$ cat src/rtl/lsu_pkg.sv
// lsu_pkg: size encodings, FSM states and request legality check for the load/store unit
package lsu_pkg;
  localparam logic [1:0] SZ_BYTE = 2'b00;
  localparam logic [1:0] SZ_HALF = 2'b01;
  localparam logic [1:0] SZ_WORD = 2'b10;
  typedef enum logic [1:0] {IDLE, READ, WRITE, RESP} state_t;
  function automatic logic misaligned(input logic [1:0] size, input logic [1:0] lo);
    return size == 2'b11 || (size == SZ_HALF && lo[0]) || (size == SZ_WORD && lo != 2'b00);
  endfunction
endpackage

$ cat src/rtl/lsu_align.sv
// lsu_align: little-endian lane extract/extend for loads and byte-lane merge for stores
module lsu_align
  import lsu_pkg::*;
(
  input  logic [1:0]  size,
  input  logic        sext,
  input  logic [1:0]  addr_lo,
  input  logic [31:0] old_word,
  input  logic [31:0] wdata,
  output logic [31:0] ld_data,
  output logic [31:0] st_word
);
  logic [4:0] sh;
  logic [31:0] lane;
  logic [31:0] mask;
  logic [31:0] rep;
  always_comb begin
    sh = {addr_lo, 3'b000};
    lane = old_word >> sh;
    ld_data = size == SZ_BYTE ? {{24{sext & lane[7]}}, lane[7:0]} :
              size == SZ_HALF ? {{16{sext & lane[15]}}, lane[15:0]} : old_word;
    mask = size == SZ_BYTE ? 32'h0000_00ff << sh :
           size == SZ_HALF ? 32'h0000_ffff << sh : 32'hffff_ffff;
    rep = size == SZ_BYTE ? {4{wdata[7:0]}} : size == SZ_HALF ? {2{wdata[15:0]}} : wdata;
    st_word = (old_word & ~mask) | (rep & mask);
  end
endmodule

$ cat src/rtl/load_store_unit.sv
// load_store_unit: single-outstanding CPU load/store engine with read-modify-write for sub-word stores
module load_store_unit
  import lsu_pkg::*;
#(
  parameter int MEM_WORDS = 32
) (
  input  logic        clk,
  input  logic        rst,
  input  logic        req_valid,
  output logic        req_ready,
  input  logic        req_write,
  input  logic [1:0]  req_size,
  input  logic        req_signed,
  input  logic [31:0] req_addr,
  input  logic [31:0] req_wdata,
  output logic        resp_valid,
  output logic [31:0] resp_rdata,
  output logic        resp_error,
  output logic        mem_read,
  output logic        mem_write,
  output logic [31:0] mem_address,
  output logic [31:0] mem_write_data,
  input  logic [31:0] mem_read_data
);
  state_t state_q, state_d;
  logic write_q, write_d, sext_q, sext_d, err_q, err_d, accept, bad;
  logic [1:0] size_q, size_d;
  logic [31:0] addr_q, addr_d, wdata_q, wdata_d, rdata_q, rdata_d, ld_data, st_word;
  lsu_align u_align (
    .size    (size_q),
    .sext    (sext_q),
    .addr_lo (addr_q[1:0]),
    .old_word(state_q == READ ? mem_read_data : rdata_q),
    .wdata   (wdata_q),
    .ld_data (ld_data),
    .st_word (st_word)
  );
  always_ff @(posedge clk) begin
    if (rst) begin
      state_q <= IDLE;
      write_q <= 1'b0;
      sext_q  <= 1'b0;
      err_q   <= 1'b0;
      size_q  <= 2'b00;
      addr_q  <= '0;
      wdata_q <= '0;
      rdata_q <= '0;
    end else begin
      state_q <= state_d;
      write_q <= write_d;
      sext_q  <= sext_d;
      err_q   <= err_d;
      size_q  <= size_d;
      addr_q  <= addr_d;
      wdata_q <= wdata_d;
      rdata_q <= rdata_d;
    end
  end
  always_comb begin
    accept = req_valid && state_q == IDLE;
    bad = misaligned(req_size, req_addr[1:0]) || {2'b00, req_addr[31:2]} >= 32'(MEM_WORDS);
    state_d = state_q == IDLE  ? (!req_valid ? IDLE : bad ? RESP :
                                  (req_write && req_size == SZ_WORD) ? WRITE : READ) :
              state_q == READ  ? (write_q ? WRITE : RESP) :
              state_q == WRITE ? RESP : IDLE;
  end
  always_comb begin
    write_d = accept ? req_write : write_q;
    sext_d  = accept ? req_signed : sext_q;
    err_d   = accept ? bad : err_q;
    size_d  = accept ? req_size : size_q;
    addr_d  = accept ? req_addr : addr_q;
    wdata_d = accept ? req_wdata : wdata_q;
    rdata_d = state_q == READ ? (write_q ? mem_read_data : ld_data) : rdata_q;
  end
  always_comb begin
    req_ready      = state_q == IDLE;
    mem_read       = state_q == READ;
    mem_write      = state_q == WRITE;
    mem_address    = (mem_read || mem_write) ? {addr_q[31:2], 2'b00} : '0;
    mem_write_data = mem_write ? st_word : '0;
    resp_valid     = state_q == RESP;
    resp_rdata     = (resp_valid && !write_q && !err_q) ? rdata_q : '0;
    resp_error     = resp_valid && err_q;
  end
endmodule

$ cat config.mk
export PLATFORM = sky130hd
export DESIGN_NAME = load_store_unit
export DESIGN_NICKNAME = d
export VERILOG_FILES = /design/src/rtl/lsu_pkg.sv /design/src/rtl/lsu_align.sv /design/src/rtl/load_store_unit.sv
export SDC_FILE = /design/constraint.sdc
export NUM_CORES = 1
export LEC_CHECK = 0
export ABC_AREA = 1
export ABC_CLOCK_PERIOD_IN_PS = 2900
export CAP_MARGIN = 20
export CELL_PAD_IN_SITES_DETAIL_PLACEMENT = 0
export CELL_PAD_IN_SITES_GLOBAL_PLACEMENT = 1
export CORE_MARGIN = 10
export CORE_UTILIZATION = 33
export DETAILED_ROUTE_END_ITERATION = 12
export GPL_TIMING_DRIVEN = 1
export PLACE_DENSITY_LB_ADDON = 0.1
export SLEW_MARGIN = 20
export SYNTH_ARGS = -nofsm -noshare
export SYNTH_HDL_FRONTEND = slang
export SYNTH_SLANG_ARGS = --single-unit
export TNS_END_PERCENT = 1
$ cat constraint.sdc
create_clock -name clk -period 2.9 [get_ports clk]
set_input_delay 0.435 -clock clk [delete_from_list [all_inputs] [get_ports clk]]
set_output_delay 0.435 -clock clk [all_outputs]
set_load 0.02 [all_outputs]
== After elaboration in Yosys (flattened, before gate mapping) ==
Cells that the tools add are included.

* Register bits after elaboration: 103
* Input bits: 103
* Output and inout bits: 101
* Logic and storage cells: 59

* Magnitude comparators: 1
* Equality and inequality tests: 7
* Shift-type cells: 3
* Multiplexer cells: 18
* Bitwise gates (word level): 6
* Reductions and logical operators: 16

{| class="wikitable"
|+ Operator list
! cell !! number
|-
| $mux 32 || 11
|-
| $and 32x32->32 || 2
|-
| $not 32->32 || 1
|-
| $or 32x32->32 || 1
|-
| $shl 16x5->32 const A || 1
|-
| $shl 8x5->32 const A || 1
|-
| $shr 32x5->16 || 1
|-
| $ge 30x6->1 const B || 1
|-
| $mux 2 || 6
|-
| $eq 2x2->1 const B || 4
|-
| $logic_and 1x1->1 || 7
|-
| $eq 2x1->1 const B || 3
|-
| $logic_not 2->1 || 2
|-
| $logic_or 1x1->1 || 4
|-
| $and 1x1->1 || 2
|-
| $logic_not 1->1 || 2
|-
| $reduce_bool 2->1 || 1
|-
| $mux 1 || 1
|}

== Depth between registers and ports, before layout ==
* Depth in word-level cells: 8
* Mapped depth: 12
* Mapped depth without buffers: 11

== Modules after synthesis ==
A second synthesis with hierarchy kept.

* Cell total of the unflattened synthesis: 1155
* Area total of the unflattened synthesis: 6716.4 µm²

{| class="wikitable"
|+ Modules (own cells, without submodules)
! module !! times used !! cells each !! area an instance (µm²) !! sequential area each (µm²)
|-
| load_store_unit || 1 || 794 || 4952.2 || 2062.0
|-
| lsu_align || 1 || 361 || 1764.2 || 0.0
|}

== Least setup slack after synthesis ==
Ideal clock, no wire load.

* Kind: register to output
* Start point: register addr_q[0]
* End point: output mem_write_data[6]
* Arrival: 1.934 ns
* Required time: 2.465 ns
* Path slack: 0.531 ns
* Stages on the path, launching flop included: 8
* Buffers on the path: 2
* Cell sequence: dfxtp_1 -> inv_2 -> clkbuf_1 -> ha_1 -> nor2_1 -> clkbuf_1 -> o21ai_0 -> a21oi_1

* Cells in the longest elaborated chain, start to end: 7
* Elaborated cells on any way between the ends: 9
* Classes of those cells: shift: 2; mux: 3; bitwise: 4

{| class="wikitable"
|+ RTL lines
! what !! line !! text
|-
| start: declaration || load_store_unit.sv:28 || <nowiki>logic [31:0] addr_q, addr_d, wdata_q, wdata_d, rdata_q, rdata_d, ld_data, st_word;</nowiki>
|-
| start signal: assignment || load_store_unit.sv:54 || <nowiki>addr_q <= addr_d;</nowiki>
|-
| $shl 16x5->32 || lsu_align.sv:23 || <nowiki>size == SZ_HALF ? 32'h0000_ffff << sh : 32'hffff_ffff;</nowiki>
|-
| $mux 32 || lsu_align.sv:23 ||
|-
| $mux 32 * || lsu_align.sv:22 || <nowiki>mask = size == SZ_BYTE ? 32'h0000_00ff << sh :</nowiki>
|-
| $not 32->32 || lsu_align.sv:25 || <nowiki>st_word = (old_word & ~mask) | (rep & mask);</nowiki>
|-
| $and 32x32->32 || lsu_align.sv:25 ||
|-
| $or 32x32->32 * || lsu_align.sv:25 ||
|-
| $mux 32 * || load_store_unit.sv:81 || <nowiki>mem_write_data = mem_write ? st_word : '0;</nowiki>
|-
| end: declaration || load_store_unit.sv:22 || <nowiki>output logic [31:0] mem_write_data,</nowiki>
|}

Mark *: on every way between the ends. The rest lies on a longest branch, timed or not.

== Final worst setup path ==
* Start point: register state_q[1]
* End point: output mem_write_data[1]

* Cells in the longest elaborated chain, start to end: 5
* Elaborated cells on any way between the ends: 6
* Classes of those cells: eq/ne: 2; mux: 2; bitwise: 2

{| class="wikitable"
|+ RTL lines
! what !! line !! text
|-
| start: declaration || load_store_unit.sv:25 || <nowiki>state_t state_q, state_d;</nowiki>
|-
| start signal: assignment || load_store_unit.sv:49 || <nowiki>state_q <= state_d;</nowiki>
|-
| $eq 2x1->1 || load_store_unit.sv:33 || <nowiki>.old_word(state_q == READ ? mem_read_data : rdata_q),</nowiki>
|-
| $mux 32 || load_store_unit.sv:33 ||
|-
| $and 32x32->32 || lsu_align.sv:25 ||
|-
| $or 32x32->32 || lsu_align.sv:25 ||
|-
| $mux 32 * || load_store_unit.sv:81 ||
|}

Marks and branches as above.

==> results.json <==
{
  "synthTopCellsByArea": "dfxtp_1 34%, nor2_1 14%, o21ai_0 14%",
  "yosysWarningCount": 0,
  "critPathArrivalTime_ns": 2.38,
  "power.total_mw": 5.27,
  "yosysUniqueCellTypes": 34,
  "io_pins": 204,
  "via_per_inst": 4.87,
  "synth_top_area_cell": "dfxtp_1",
  "netlist_area_mm2": 0.00609,
  "hold_path.class": "flip-flop to flip-flop",
  "cts-resized-gates": 30,
  "syn_to_final_growth_pct": 43.4,
  "hold_violations": 0,
  "powerDensity_mw_per_mm2": 603,
  "drive_gt1_frac": 0.0673,
  "synth_top_flop_cell": "dfxtp_1",
  "synth_top_family_by_area": "simple AND/OR/NAND/NOR gates",
  "muxShareOfSynthArea": 0,
  "cts_root_buf": "clkbuf_16",
  "coreArea_mm2": 0.0181,
  "finClkSkew_ns": 0.00812,
  "maxClockFrequency_ghz": 0.355,
  "die_width_um": 156,
  "ir_drop_uv": 322,
  "worstSetupPathType": "flip-flop to primary output",
  "nets": 1295,
  "required_ns": 2.47,
  "initial_utilization": 0.337,
  "start_kind": "flip-flop",
  "synthXorXnorAreaFrac": 0,
  "fin_area_mm2": 0.00874,
  "cts.reportedPaths.clkPinSlew_ns": 0.08,
  "gp_congestion": 0.904,
  "port_buffers": 201,
  "worst_pin_slew_ns": 0.755,
  "dpl-instance-area_mm2": 0.00841,
  "ant_nets": 0,
  "cts_inserted_buffers": 9,
  "avgSynthCellArea_um2": 6.11,
  "fp-row-count": 49,
  "wirelength_um": 24300,
  "die_h_um": 156,
  "tritoncts": "built",
  "layout_commonest_cell": "nor2_1",
  "grt_pass1_wl_um": 37500,
  "drv_cap": 0,
  "drt_iter0_drc": 425,
  "synthAdderAreaFrac": 0.0164,
  "async_flop_share": 0,
  "grt.overflow.total": 0,
  "rsz0062_at_grt": "true",
  "ys_seq_area_frac": 0.338,
  "final_cell_mix": "227 x nor2_1, 176 x nand2_1, 172 x clkdlybuf4s50_1, 162 x o21ai_0, 104 x inv_1",
  "dieArea_mm2": 0.0243,
  "via_count": 6901,
  "grt_use_total": 0.194,
  "drc_errors": 0,
  "ctsLongestPathBuffers": 2,
  "synth_compound_area_frac": 0.243,
  "leakagePower_nw": 3.75,
  "cts_hold_buffers": 0,
  "first_global_vias": 6640,
  "cts_setup_buffers": 0,
  "utilization": 0.483,
  "clock_latency_ns": 0.36,
  "synth_edf_count": 0,
  "relSlewSlack": 0.497,
  "setup_viol": 0,
  "cts-htree-levels": 3,
  "antenna_found_initial": 1,
  "num_antenna_cells": 0,
  "synth-simple-area-share": 0.285,
  "synth_top_area_share": 0.338,
  "clock_sink_count": 103,
  "grt_max_degree": 84,
  "yosys_register_bits": 103,
  "path_max_fanout": 19,
  "final_max_slew_viol_count": 0,
  "post_synth_inst_count": 998,
  "endpoint_kind": "primary output",
  "dr.pass1.iters": 5,
  "period_minus_slack_ns": 2.82,
  "hpwlAfterDp_um": 18700,
  "wire_per_inst_um": 17.1,
  "status": "completed",
  "fin_crit_sh": 0.972,
  "fin_setup_tns_ns": 0
}
## final timing paths
| path | startpoint | end | slack (ns) | cells after the start |
|---|---|---|---|---|
| max | state_q[1] | mem_write_data[1] | 0.08 | 7 |
| min | wdata_q[8] | wdata_q[8] | 0.48 | 2 |
| max reg2reg | state_q[1] | rdata_q[24] | 0.87 | 11 |
| min reg2reg | wdata_q[8] | wdata_q[8] | 0.48 | 2 |
## flip-flops by register name (all words and copies together) (netlist names)
name     count
size_q       2
state_q      2
addr_q      32
wdata_q     32
err_q        1
sext_q       1
rdata_q     32
write_q      1
## layout make-up
cell class	count	area, um2
multi-input cells	720	3340
well taps	229	287
inverters	112	420
repair buffers	238	2300
clock buffers	9	225
clock inverters	7	100
fillers	1947	9350
flip-flops and latches	103	2060
## synthesized netlist by cell type (2+ instances only)
| cell type | count |
|---|---|
| nor2_1 | 228 |
| nand2_1 | 177 |
| o21ai_0 | 167 |
| inv_1 | 107 |
| dfxtp_1 | 103 |
| a21oi_1 | 57 |
| clkbuf_1 | 42 |
| nand3_1 | 14 |
| a31oi_1 | 12 |
| buf_2 | 12 |
| o211ai_1 | 11 |
| o22ai_1 | 9 |
| ha_1 | 8 |
| a211oi_1 | 7 |
| buf_4 | 6 |
| nor3_1 | 6 |
| inv_2 | 4 |
| nand4_1 | 3 |
| nor2_4 | 3 |
| o21a_1 | 3 |
| a22oi_1 | 2 |
| buf_1 | 2 |
| buf_6 | 2 |
| nand2_2 | 2 |
| o22ai_4 | 2 |
## power by group
part / switching (mW) / internal [mW]
Combinational: 1.38 / 0.813
Sequential: 0.125 / 1.61
Clock: 0.644 / 0.700
## critical path, cell delays in order (launching register included)
cell	delay, ns
dfxtp_1	0.33
inv_1	0.09
ha_2	0.24
buf_4	0.24
nor2_1	0.09
a21oi_1	0.30
a21oi_1	0.15
clkdlybuf4s50_1	0.57
## routing by layer
metal  GRT usage  up-vias  share of wire
li1            -     3575              -
met1       0.252     3092           0.45
met2       0.308      210           0.46
met3      0.0505       22          0.071
met4      0.0598        2          0.018
met5           0        -        0.00058
## metrics by stage
step                      setup WS (ns)  hold slack, ns  cells
after floorplan                   0.531           0.444    999
after global placement            0.153           0.459   1402
after detailed placement          0.127           0.464   1402
after CTS                       0.00217           0.476   1418
after global routing            -0.0398           0.496   1418
final                            0.0808           0.477   1418
## kinds of logic (layout without fill, tap and decap cells)
logic type / count (synthesis) / after routing
flip-flops: 103 / 103
adder cells (fa/ha/maj): 8 / 8
other: 1 / 2
AO/OA/AOI/OAI: 272 / 272
buffers and inverters: 176 / 366
AND/OR/NAND/NOR: 438 / 438
No activity file was read; power rests on OpenSTA's default activity.
